[config.mk]
export PLATFORM = sky130hd
export DESIGN_NAME = ajit_acb_read_engine
export DESIGN_NICKNAME = d
export VERILOG_FILES = /design/src/rtl/ajit_acb_read_engine.sv
export SDC_FILE = /design/constraint.sdc
export NUM_CORES = 1
export LEC_CHECK = 0
export CAP_MARGIN = 20
export CORE_UTILIZATION = 45
export DETAILED_ROUTE_END_ITERATION = 6
export MAX_ROUTING_LAYER = met4
export PLACE_DENSITY = 0.85
export SYNTH_ARGS = -nofsm -noshare
export SYNTH_HDL_FRONTEND = slang
export SYNTH_SLANG_ARGS = --single-unit
[constraint.sdc]
create_clock -name clk -period 5.4 [get_ports clk]
set_input_delay 1.08 -clock clk [delete_from_list [all_inputs] [get_ports clk]]
set_output_delay 1.08 -clock clk [all_outputs]
set_load 0.05 [all_outputs]
[src/rtl/ajit_acb_read_engine.sv]
// ============================================================================
// Module   : ajit_acb_read_engine
// Purpose  : Reads a block of 64-bit doublewords over the ACB memory pipes and
//            accumulates their sum.
// Options  : ACB_ERR_ABORT_EN - an errored response aborts the run.
// Revision : 1.0 - initial release
// ============================================================================
`default_nettype none

module ajit_acb_read_engine #(
    parameter int CNT_W = 16
) (
    input  logic               clk,
    input  logic               reset,
    input  logic               start,
    input  logic [35:0]        base_addr,
    input  logic [CNT_W-1:0]   word_count,
    output logic               busy,
    output logic               done,
    output logic               error,
    output logic [63:0]        sum,
    output logic [109:0]       ACB_ACCELERATOR_MEM_REQUEST_pipe_read_data,
    input  logic               ACB_ACCELERATOR_MEM_REQUEST_pipe_read_req,
    output logic               ACB_ACCELERATOR_MEM_REQUEST_pipe_read_ack,
    input  logic [64:0]        ACB_ACCELERATOR_MEM_RESPONSE_pipe_write_data,
    input  logic               ACB_ACCELERATOR_MEM_RESPONSE_pipe_write_req,
    output logic               ACB_ACCELERATOR_MEM_RESPONSE_pipe_write_ack
);

    typedef enum logic [1:0] {
        IDLE      = 2'd0,
        ISSUE     = 2'd1,
        WAIT_RESP = 2'd2,
        DONE      = 2'd3
    } state_t;

    state_t             state_q;
    logic [35:0]        addr_q;
    logic [CNT_W-1:0]   remaining_q;
    logic [63:0]        sum_q;
    logic               error_q;
    logic               done_q;
    logic               busy_q;
    logic [109:0]       req_data_q;

    logic [35:0]        base_aligned;
    logic [35:0]        addr_d;
    logic               resp_err;
    logic [63:0]        resp_data;
    logic               abort;

    assign base_aligned = base_addr & 36'hF_FFFF_FFF8;
    assign addr_d       = addr_q + 36'd8;
    assign resp_err     = ACB_ACCELERATOR_MEM_RESPONSE_pipe_write_data[64];
    assign resp_data    = ACB_ACCELERATOR_MEM_RESPONSE_pipe_write_data[63:0];

`ifdef ACB_ERR_ABORT_EN
    assign abort = resp_err;
`else
    assign abort = 1'b0;
`endif

    // Read request: lock=0, read=1, full byte mask, no write data.
    function automatic logic [109:0] req_word(input logic [35:0] a);
        return {1'b0, 1'b1, 8'hFF, a, 64'h0};
    endfunction

    always_ff @(posedge clk or posedge reset) begin
        if (reset) begin
            state_q     <= IDLE;
            addr_q      <= '0;
            remaining_q <= '0;
            sum_q       <= '0;
            error_q     <= 1'b0;
            done_q      <= 1'b0;
            busy_q      <= 1'b0;
            req_data_q  <= '0;
        end else begin
            done_q <= 1'b0;
            case (state_q)
                IDLE: begin
                    if (start) begin
                        sum_q   <= '0;
                        error_q <= 1'b0;
                        busy_q  <= 1'b1;
                        if (word_count != '0) begin
                            addr_q      <= base_aligned;
                            remaining_q <= word_count;
                            req_data_q  <= req_word(base_aligned);
                            state_q     <= ISSUE;
                        end else begin
                            done_q  <= 1'b1;
                            state_q <= DONE;
                        end
                    end
                end
                ISSUE: begin
                    if (ACB_ACCELERATOR_MEM_REQUEST_pipe_read_req)
                        state_q <= WAIT_RESP;
                end
                WAIT_RESP: begin
                    if (ACB_ACCELERATOR_MEM_RESPONSE_pipe_write_req) begin
                        addr_q      <= addr_d;
                        remaining_q <= remaining_q - CNT_W'(1);
                        error_q     <= error_q | resp_err;
                        if (!abort)
                            sum_q <= sum_q + resp_data;
                        if (abort || remaining_q == CNT_W'(1)) begin
                            done_q  <= 1'b1;
                            state_q <= DONE;
                        end else begin
                            req_data_q <= req_word(addr_d);
                            state_q    <= ISSUE;
                        end
                    end
                end
                DONE: begin
                    busy_q  <= 1'b0;
                    state_q <= IDLE;
                end
                default: begin
                    busy_q  <= 1'b0;
                    state_q <= IDLE;
                end
            endcase
        end
    end

    assign busy  = busy_q;
    assign done  = done_q;
    assign error = error_q;
    assign sum   = sum_q;
    assign ACB_ACCELERATOR_MEM_REQUEST_pipe_read_data = req_data_q;
    assign ACB_ACCELERATOR_MEM_REQUEST_pipe_read_ack =
        (state_q == ISSUE) && ACB_ACCELERATOR_MEM_REQUEST_pipe_read_req;
    assign ACB_ACCELERATOR_MEM_RESPONSE_pipe_write_ack =
        (state_q == WAIT_RESP) && ACB_ACCELERATOR_MEM_RESPONSE_pipe_write_req;

endmodule

`default_nettype wire

==> summary.txt, run 1 <==
Clock Power Share = 0.150
First DRT Iteration DRCs = 914
Area growth, synth to finish = 25.56%
Count of unresolved DRC violations after routing = 0
Slowest CP cell = clkdlybuf4s50_1
Post-CTS setup buffer count = 0
Post-Syn Area = 11,300 um^2
Post-place instance area = 13,520 um^2
RSZ-0062 raised after global routing = false
IO buf count = 229
Critical path class = input port to register
Finish-stage setup viols = 0
Core ar. = 24,460 um^2
Post-Synth XOR/XNOR Area = 0.06125
CTS tree = done
Share of layout cells above drive strength 1 = 0.05193
# IOs = 301
Syn_area_per_cell = 8.198 um^2
GR peak layer = met2
HP Class = register to register
Sw frac = 0.5088
Crit path to = sum[42]$_DFFE_PP0P_
Clk pin slew, worst setup/hold paths = 60 ps
Static leakage = 6.223 nW
# rows = 57
Worst Setup Start Kind = input port
Max-slew violation count = 0
Sequential Power Share = 0.245
Die H = 160.4 um
CP cell instances = clkdlybuf4s50_1, ha_1, inv_1, fa_1, nor2b_1, o2111ai_1, a21oi_2, o22ai_1, o32a_1, nand2_1, a21oi_1, o21ai_1, mux2i_1, nand2_1
Number of fill cells = 2,125
Fin crit period = 4048 ps
Flops & latches, synth = 152
Ys Warns = 0
Final hold viol count = 0
GP Congestion = 0.9111
Clk_skew = 14.96 ps
Crit path DAT = 4360 ps
Wire length per cell = 16.57 um
CP required = 5710 ps
Critical Path Max Stage Delay = 460 ps
Synth Area in Compound Gates = 0.2413
Worst Setup End Kind = register
Top FF cell, synth = dfrtp_1
Synth Area in Simple Gates = 0.1835
Post-CTS Hold Buffers = 0
Dpl hpwl = 22,890 um
H-tree lvl count = 4
Seq/Total Area, Yosys = 0.3367
P_sw = 0.004428 W
Most frequent CP cell = nand2_1
Comb pwr share = 0.605
Max Freq = 247.0 MHz
Worst Setup SP = ACB_ACCELERATOR_MEM_RESPONSE_pipe_write_data[0]
Post-synth EDFFs = 0
Cells after Synth = 1,378
Maximum vdd drop = 364.7 uV
Initial Util = 0.4618
GR Util All Layers = 0.2506
Post-route ant nets = 0
Post-route design area = 14,180 um^2
Largest net degree at the start of global routing = 109
DRT Wirelength = 31,560 um
Core Util, Final = 0.5799
Router iterations before antenna repair = 5
Die X = 160.4 um
Clk_lat worst skew = 430 ps
Setup_tns = 0 ps
GR Util met3 = 0.04726
Final WS setup = 1352 ps
Synth cell types = 81
Post-synthesis adder-cell area fraction = 0.07487
Synth async-reset ratio = 1.000
Status = complete, no violations
Combinational family with the most area after synthesis = compound AO/OA/AOI/OAI gates
P_int = 0.004274 W
Vias in the first global route = 10,200
Initial antenna violation count = 1
Nets@finish = 1,755
Clock Tree Buf Depth = 2
Total of max-cap violations = 0
Worst Tran Pin Value = 889.5 ps
Worst r2r src = sum[0]$_DFFE_PP0P_
Mux contribution to synthesized area = 0.01894
Post-CTS Resized = 0
CTS Buf Count = 17
Placement Setup Slack = 951.4 ps
Crit. path cell count = 14
Final Cycle Share = 0.7496
Power Dens Cells = 613.5 nW/um^2
First-pass GRT wire length = 51,030 um
R2R cell count = 13
Worst-path maximum fanout = 4
Grt met2 use = 0.4229
Reg2Reg Capture Point = sum[42]$_DFFE_PP0P_
Clock Sinks = 152
Worst path buffer plus inverter count = 2
R2R setup slack = 2050 ps
Vias/cell = 5.607
DIE AREA = 25,740 um^2
Slew HR = 0.4048
Grt ovf = 0
CTS Root Cell = clkbuf_16
Crit path max-delay family = compound AO/OA/AOI/OAI gates
DR vias = 10,680
M1 GR Usage = 0.3122
-- synth_stat cells (4+ instances only) --
library cell,instances,area [um^2]
nor3b_1,5,37.54
ha_1,66,825.8
a211o_1,5,43.79
nand2b_1,13,81.33
a22oi_1,11,82.58
o211ai_1,4,30.03
nand3_1,38,190.2
nand4_1,16,100.1
a21oi_1,115,575.6
o22a_1,5,43.79
nor2_1,97,364.1
or3_1,9,56.30
mux2i_1,9,90.09
dfrtp_1,152,3804
o22ai_1,7,43.79
buf_4,78,585.6
clkbuf_1,46,172.7
inv_1,29,108.9
buf_1,4,15.01
xor2_1,39,341.6
nor4_1,8,50.05
o21a_1,4,30.03
nor3_1,17,85.08
and3_1,17,106.4
nor2b_1,9,56.30
o21ai_0,137,685.7
a31oi_1,16,100.1
xnor2_1,40,350.3
o31ai_1,13,97.59
a22o_1,4,35.03
and2_1,8,50.05
o21bai_1,12,90.09
a211oi_1,6,45.04
a32o_1,4,40.04
buf_2,9,45.04
mux2_2,11,123.9
nand2_1,193,724.4
a21o_1,35,262.8
o21ai_1,29,145.1
-- state kept, by name (all words and copies together) (netlist names) --
name and cells:
ACB_ACCELERATOR_MEM_REQUEST_pipe_read_data 34, addr_q 33, busy 1, done 1, error 1, remaining_q 16
state_q 2, sum 64
-- kinds of logic after synthesis --
kind of cell | after synthesis
simple gates | 449
compound gates | 443
buf+inv | 167
flops | 152
xor+xnor | 79
fa+ha+maj | 67
mux | 20
other cells | 1
-- layout make-up --
cell class / count / area [um^2] / area share
multi-input combinational: 1126 / 6833 / 0.4817
sequential: 152 / 3804 / 0.2681
timing repair buffer: 240 / 2395 / 0.1688
clock buffer: 17 / 425.4 / 0.02999
tap: 324 / 405.4 / 0.02858
clock inverter: 15 / 206.4 / 0.01455
inverter: 29 / 113.9 / 0.008027
antenna: 1 / 2.502 / 0.0001764
-- through the flow --
stage          cells  hold slack (ps)  power, W
5_1_grt         1904            504.0  0.009286
4_1_cts         1902            484.0  0.008706
2_1_floorplan   1445            461.4  0.005919
6_report        1904            477.6  0.008702
3_3_place_gp    1870            459.7  0.007232
3_5_place_dp    1870            469.7  0.007354
-- power groups by stage --
stage               registers, W  clock network [W]  logic [W]
global route             0.00221            0.00138    0.00570
floorplan                0.00317                  0    0.00275
finish                   0.00213            0.00131    0.00526
detailed placement       0.00214                  0    0.00522
global placement         0.00211                  0    0.00512
CTS                      0.00212            0.00133    0.00525
-- tightest hold or removal path: cells and delay by family (launching register included) --
kind,cells,cell delay [ps]
flip-flops,1,340
AND/OR/NAND/NOR,1,50
AO/OA/AOI/OAI,1,50
-- routing by layer --
metal / wire, um / vias up
li1: - / 5162
met5: 0 / -
met4: 354 / 0
met3: 2196 / 33
met1: 13450 / 5058
met2: 15550 / 422
-- layout by cell type (no fill, tap or decap), types with 35 or more instances in the layout --
cell             count
dfrtp_1            152
conb_1              68
nand2_1            192
xor2_1              39
clkdlybuf4s50_1    229
ha_1                66
a21o_1              35
o21ai_0            137
xnor2_1             40
nor2_1              96
a21oi_1            115
nand3_1             38
-- worst min-delay path by stage --
stage                                                                     from                                                          to  slack [ps]  cells after the start
CTS                 ACB_ACCELERATOR_MEM_REQUEST_pipe_read_data[78]$_DFFE_PP0P_  ACB_ACCELERATOR_MEM_REQUEST_pipe_read_data[78]$_DFFE_PP0P_         480                      2
global placement    ACB_ACCELERATOR_MEM_REQUEST_pipe_read_data[78]$_DFFE_PP0P_  ACB_ACCELERATOR_MEM_REQUEST_pipe_read_data[78]$_DFFE_PP0P_         460                      2
global route        ACB_ACCELERATOR_MEM_REQUEST_pipe_read_data[78]$_DFFE_PP0P_  ACB_ACCELERATOR_MEM_REQUEST_pipe_read_data[78]$_DFFE_PP0P_         500                      2
detailed placement  ACB_ACCELERATOR_MEM_REQUEST_pipe_read_data[78]$_DFFE_PP0P_  ACB_ACCELERATOR_MEM_REQUEST_pipe_read_data[78]$_DFFE_PP0P_         470                      2
finish              ACB_ACCELERATOR_MEM_REQUEST_pipe_read_data[78]$_DFFE_PP0P_  ACB_ACCELERATOR_MEM_REQUEST_pipe_read_data[78]$_DFFE_PP0P_         480                      2
floorplan                                           remaining_q[8]$_DFFE_PP0P_                                  remaining_q[8]$_DFFE_PP0P_         460                      2
Note: power is estimated with default switching activity, not from simulation.
==> run 2: changes to the inputs <==
--- a/config.mk
+++ b/config.mk
@@ -6,10 +6,10 @@
 export NUM_CORES = 1
 export LEC_CHECK = 0
 export CAP_MARGIN = 20
-export CORE_UTILIZATION = 45
+export CORE_UTILIZATION = 50
 export DETAILED_ROUTE_END_ITERATION = 6
 export MAX_ROUTING_LAYER = met4
-export PLACE_DENSITY = 0.85
+export PLACE_DENSITY = 0.89
 export SYNTH_ARGS = -nofsm -noshare
 export SYNTH_HDL_FRONTEND = slang
 export SYNTH_SLANG_ARGS = --single-unit
==> constraint.sdc (replaced) <==
create_clock -name clk -period 3.84 [get_ports clk]
set_input_delay 0.768 -clock clk [delete_from_list [all_inputs] [get_ports clk]]
set_output_delay 0.768 -clock clk [all_outputs]
set_load 0.05 [all_outputs]
==> run 2 against run 1 <==
Against the previous run: the flow now finishes with violations (DRC); design area increased by 1.6%; register-to-register slack got worse by 1300 ps; routed wire length decreased by 0.93%; non-clock buffer count increased by 37; utilization increased by 7.7 points; clock power increased by 34%; cell count decreased by 0.26%; total power increased by 42%; via count increased by 1.7%; sequential power increased by 42%; global-route usage increased by 2.9 points.
==> summary.txt, run 2 (synthesis results as in run 1) <==
Max reg flops = 64 (unchanged)
CP required = 4150 ps (-1560 ps)
Final Cycle Share = 0.9104
Post-CTS Resized = 0 (unchanged)
Die H = 152.3 um (-5.1%)
Hold Slack = 480.1 ps (+2.471 ps)
GP Congestion = 0.9494 (+4.2%)
Crit path DAT = 3810 ps (-550 ps)
Dpl hpwl = 23,150 um (+1.1%)
Post-CTS setup buffer count = 0 (unchanged)
GR Util All Layers = 0.2796 (+0.02898)
Violated checks = DRC
Most common cell after layout, fill and taps aside = clkdlybuf4s50_1
Wire length per cell = 16.46 um (-0.67%)
Setup_tns = 0 ps (unchanged)
Sequential Power Share = 0.244 (about the same)
Largest net degree at the start of global routing = 83 (-24%)
Initial antenna violation count = 3 (+2)
Share of layout cells above drive strength 1 = 0.07488 (+0.02294)
Vias/cell = 5.719 (+2.0%)
Maximum vdd drop = 489.2 uV (+34%)
Post-route design area = 14,420 um^2 (+1.6%)
Count of unresolved DRC violations after routing = 20 (+20)
H-tree lvl count = 4 (unchanged)
Clk pin slew, worst setup/hold paths = 70 ps (about the same)
Router iterations before antenna repair = 7 (+2)
HP Class = register to register
Initial Util = 0.5145 (+0.05266)
IO buf count = 229 (unchanged)
CTS tree = done
DIE AREA = 23,200 um^2 (-9.9%)
# rows = 54 (-5.3%)
Status = finished, violations left
Worst Tran Pin Value = 835.7 ps (-53.74 ps)
Post-route ant nets = 0 (unchanged)
Post-CTS Hold Buffers = 0 (unchanged)
Clock Power Share = 0.141 (-0.009)
Post-place instance area = 13,800 um^2 (+2.0%)
DR vias = 10,860 (+1.7%)
# IOs = 301 (unchanged)
CTS Root Cell = clkbuf_16
Commonest cells after routing, fill and taps aside = clkdlybuf4s50_1, nand2_1, dfrtp_1
Nets@finish = 1,792 (+2.1%)
Comb pwr share = 0.615 (+0.010)
Core ar. = 21,960 um^2 (-10%)
Slew HR = 0.4407 (+0.03596)
Area growth, synth to finish = 27.60%
First-pass GRT wire length = 51,550 um (+1.0%)
Worst Setup Start Kind = input port
First DRT Iteration DRCs = 767 (-16%)
Clock Sinks = 152 (unchanged)
Critical path class = input port to register
Power Dens Cells = 859.3 nW/um^2 (+40%)
P_sw = 0.006312 W (+43%)
Clock Tree Buf Depth = 2 (unchanged)
Die X = 152.3 um (-5.1%)
CTS Buf Count = 17 (unchanged)
Clk_lat worst skew = 440 ps (about the same)
Sw frac = 0.5096 (+0.0007878)
Grt ovf = 0 (unchanged)
DRT Wirelength = 31,260 um (-0.93%)
Worst-path maximum fanout = 4 (unchanged)
Finish-stage setup viols = 0 (unchanged)
P_int = 0.006074 W (+42%)
Final hold viol count = 0 (unchanged)
Max-slew violation count = 0 (unchanged)
Vias in the first global route = 10,600 (+3.9%)
Fin crit period = 3496 ps
RSZ-0062 raised after global routing = false
Total of max-cap violations = 0 (unchanged)
Worst Setup End Kind = register
Static leakage = 6.388 nW (+2.7%)
Clk_skew = 12.13 ps (-2.829 ps)
Max Freq = 286.0 MHz
[run 2: cell count changes in the layout (fill, tap and decap cells not counted), moves of 2 or more]
cell / previous run / this run
clkinv_8: 1 / 3
diode_2: 1 / 3
inv_6: 6 / 3
clkinvlp_4: 0 / 3
buf_4: 10 / 45
buf_12: 0 / 4
bufinv_16: 3 / 1
[run 2: power groups by stage]
| stage | Combinational, W | Sequential (W) | Clock (W) |
|---|---|---|---|
| floorplan | 0.00387 | 0.00445 | 0 |
| global placement | 0.00739 | 0.00299 | 0 |
| detailed placement | 0.00754 | 0.00303 | 0 |
| CTS | 0.00758 | 0.00301 | 0.00177 |
| global route | 0.00822 | 0.00314 | 0.00185 |
| finish | 0.00762 | 0.00302 | 0.00175 |
[run 2: metrics by stage]
step | instances | util | total power, W | worst slack (ps)
6_report | 1899 | 0.6565 | 0.01239 | 344.0
5_1_grt | 1899 | 0.6565 | 0.01320 | 139.3
4_1_cts | 1896 | 0.6561 | 0.01236 | 353.7
3_5_place_dp | 1864 | 0.6284 | 0.01057 | -65.00
3_3_place_gp | 1864 | 0.6284 | 0.01038 | -23.39
2_1_floorplan | 1445 | - | 0.008325 | 710.0
[run 2: layout make-up]
cell class / count / area, um^2
Clock inverter: 15 / 182.7
Antenna cell: 3 / 7.507
Tap cell: 280 / 350.3
Fill cell: 1811 / 7543
Inverter: 29 / 112.6
Sequential cell: 152 / 3804
Multi-Input combinational cell: 1126 / 6833
Timing Repair Buffer: 277 / 2700
Clock buffer: 17 / 425.4
[run 2: per-layer routing]
layer / routed length, um / up-vias / part of all wire / track usage
li1: - / 5233 / - / -
met5: 0 / - / 0 / -
met3: 2333 / 46 / 0.075 / 0.06058
met4: 533 / 0 / 0.017 / 0.08115
met2: 14960 / 431 / 0.48 / 0.4569
met1: 13430 / 5151 / 0.43 / 0.3472
[run 2: critical path, stage by stage]
cell	delay, ps
clkdlybuf4s50_1	480
ha_1	170
inv_1	60
fa_1	380
nor2b_1	170
o2111ai_1	180
a21oi_2	250
o22ai_1	140
o32a_1	410
nand2_1	110
a21oi_1	90
o21ai_1	320
mux2i_1	220
nand2_1	60
[run 2: worst paths after layout]
check                                                                      startpoint                                                    endpoint  slack [ps]  depth (start not counted)
min in group asynchronous                                                       reset                                          sum[2]$_DFFE_PP0P_         650                          2
hold / removal             ACB_ACCELERATOR_MEM_REQUEST_pipe_read_data[85]$_DFFE_PP0P_  ACB_ACCELERATOR_MEM_REQUEST_pipe_read_data[85]$_DFFE_PP0P_         480                          2
max in group asynchronous                                                       reset                                      addr_q[13]$_DFFE_PP0P_        2430                          3
setup / recovery                      ACB_ACCELERATOR_MEM_RESPONSE_pipe_write_data[0]                                         sum[42]$_DFFE_PP0P_         340                         14
setup reg to reg                                                   sum[1]$_DFFE_PP0P_                                         sum[63]$_DFFE_PP0P_         730                         11
hold reg to reg            ACB_ACCELERATOR_MEM_REQUEST_pipe_read_data[85]$_DFFE_PP0P_  ACB_ACCELERATOR_MEM_REQUEST_pipe_read_data[85]$_DFFE_PP0P_         480                          2
==> run 3: changes to the inputs <==
--- a/config.mk
+++ b/config.mk
@@ -10,6 +10,8 @@
 export DETAILED_ROUTE_END_ITERATION = 6
 export MAX_ROUTING_LAYER = met4
 export PLACE_DENSITY = 0.89
+export SETUP_SLACK_MARGIN = 0.1
+export SKIP_LAST_GASP = 1
 export SYNTH_ARGS = -nofsm -noshare
 export SYNTH_HDL_FRONTEND = slang
 export SYNTH_SLANG_ARGS = --single-unit
==> results of run 3 <==
The final DEF is identical to that of run 2; final timing and power are the same.
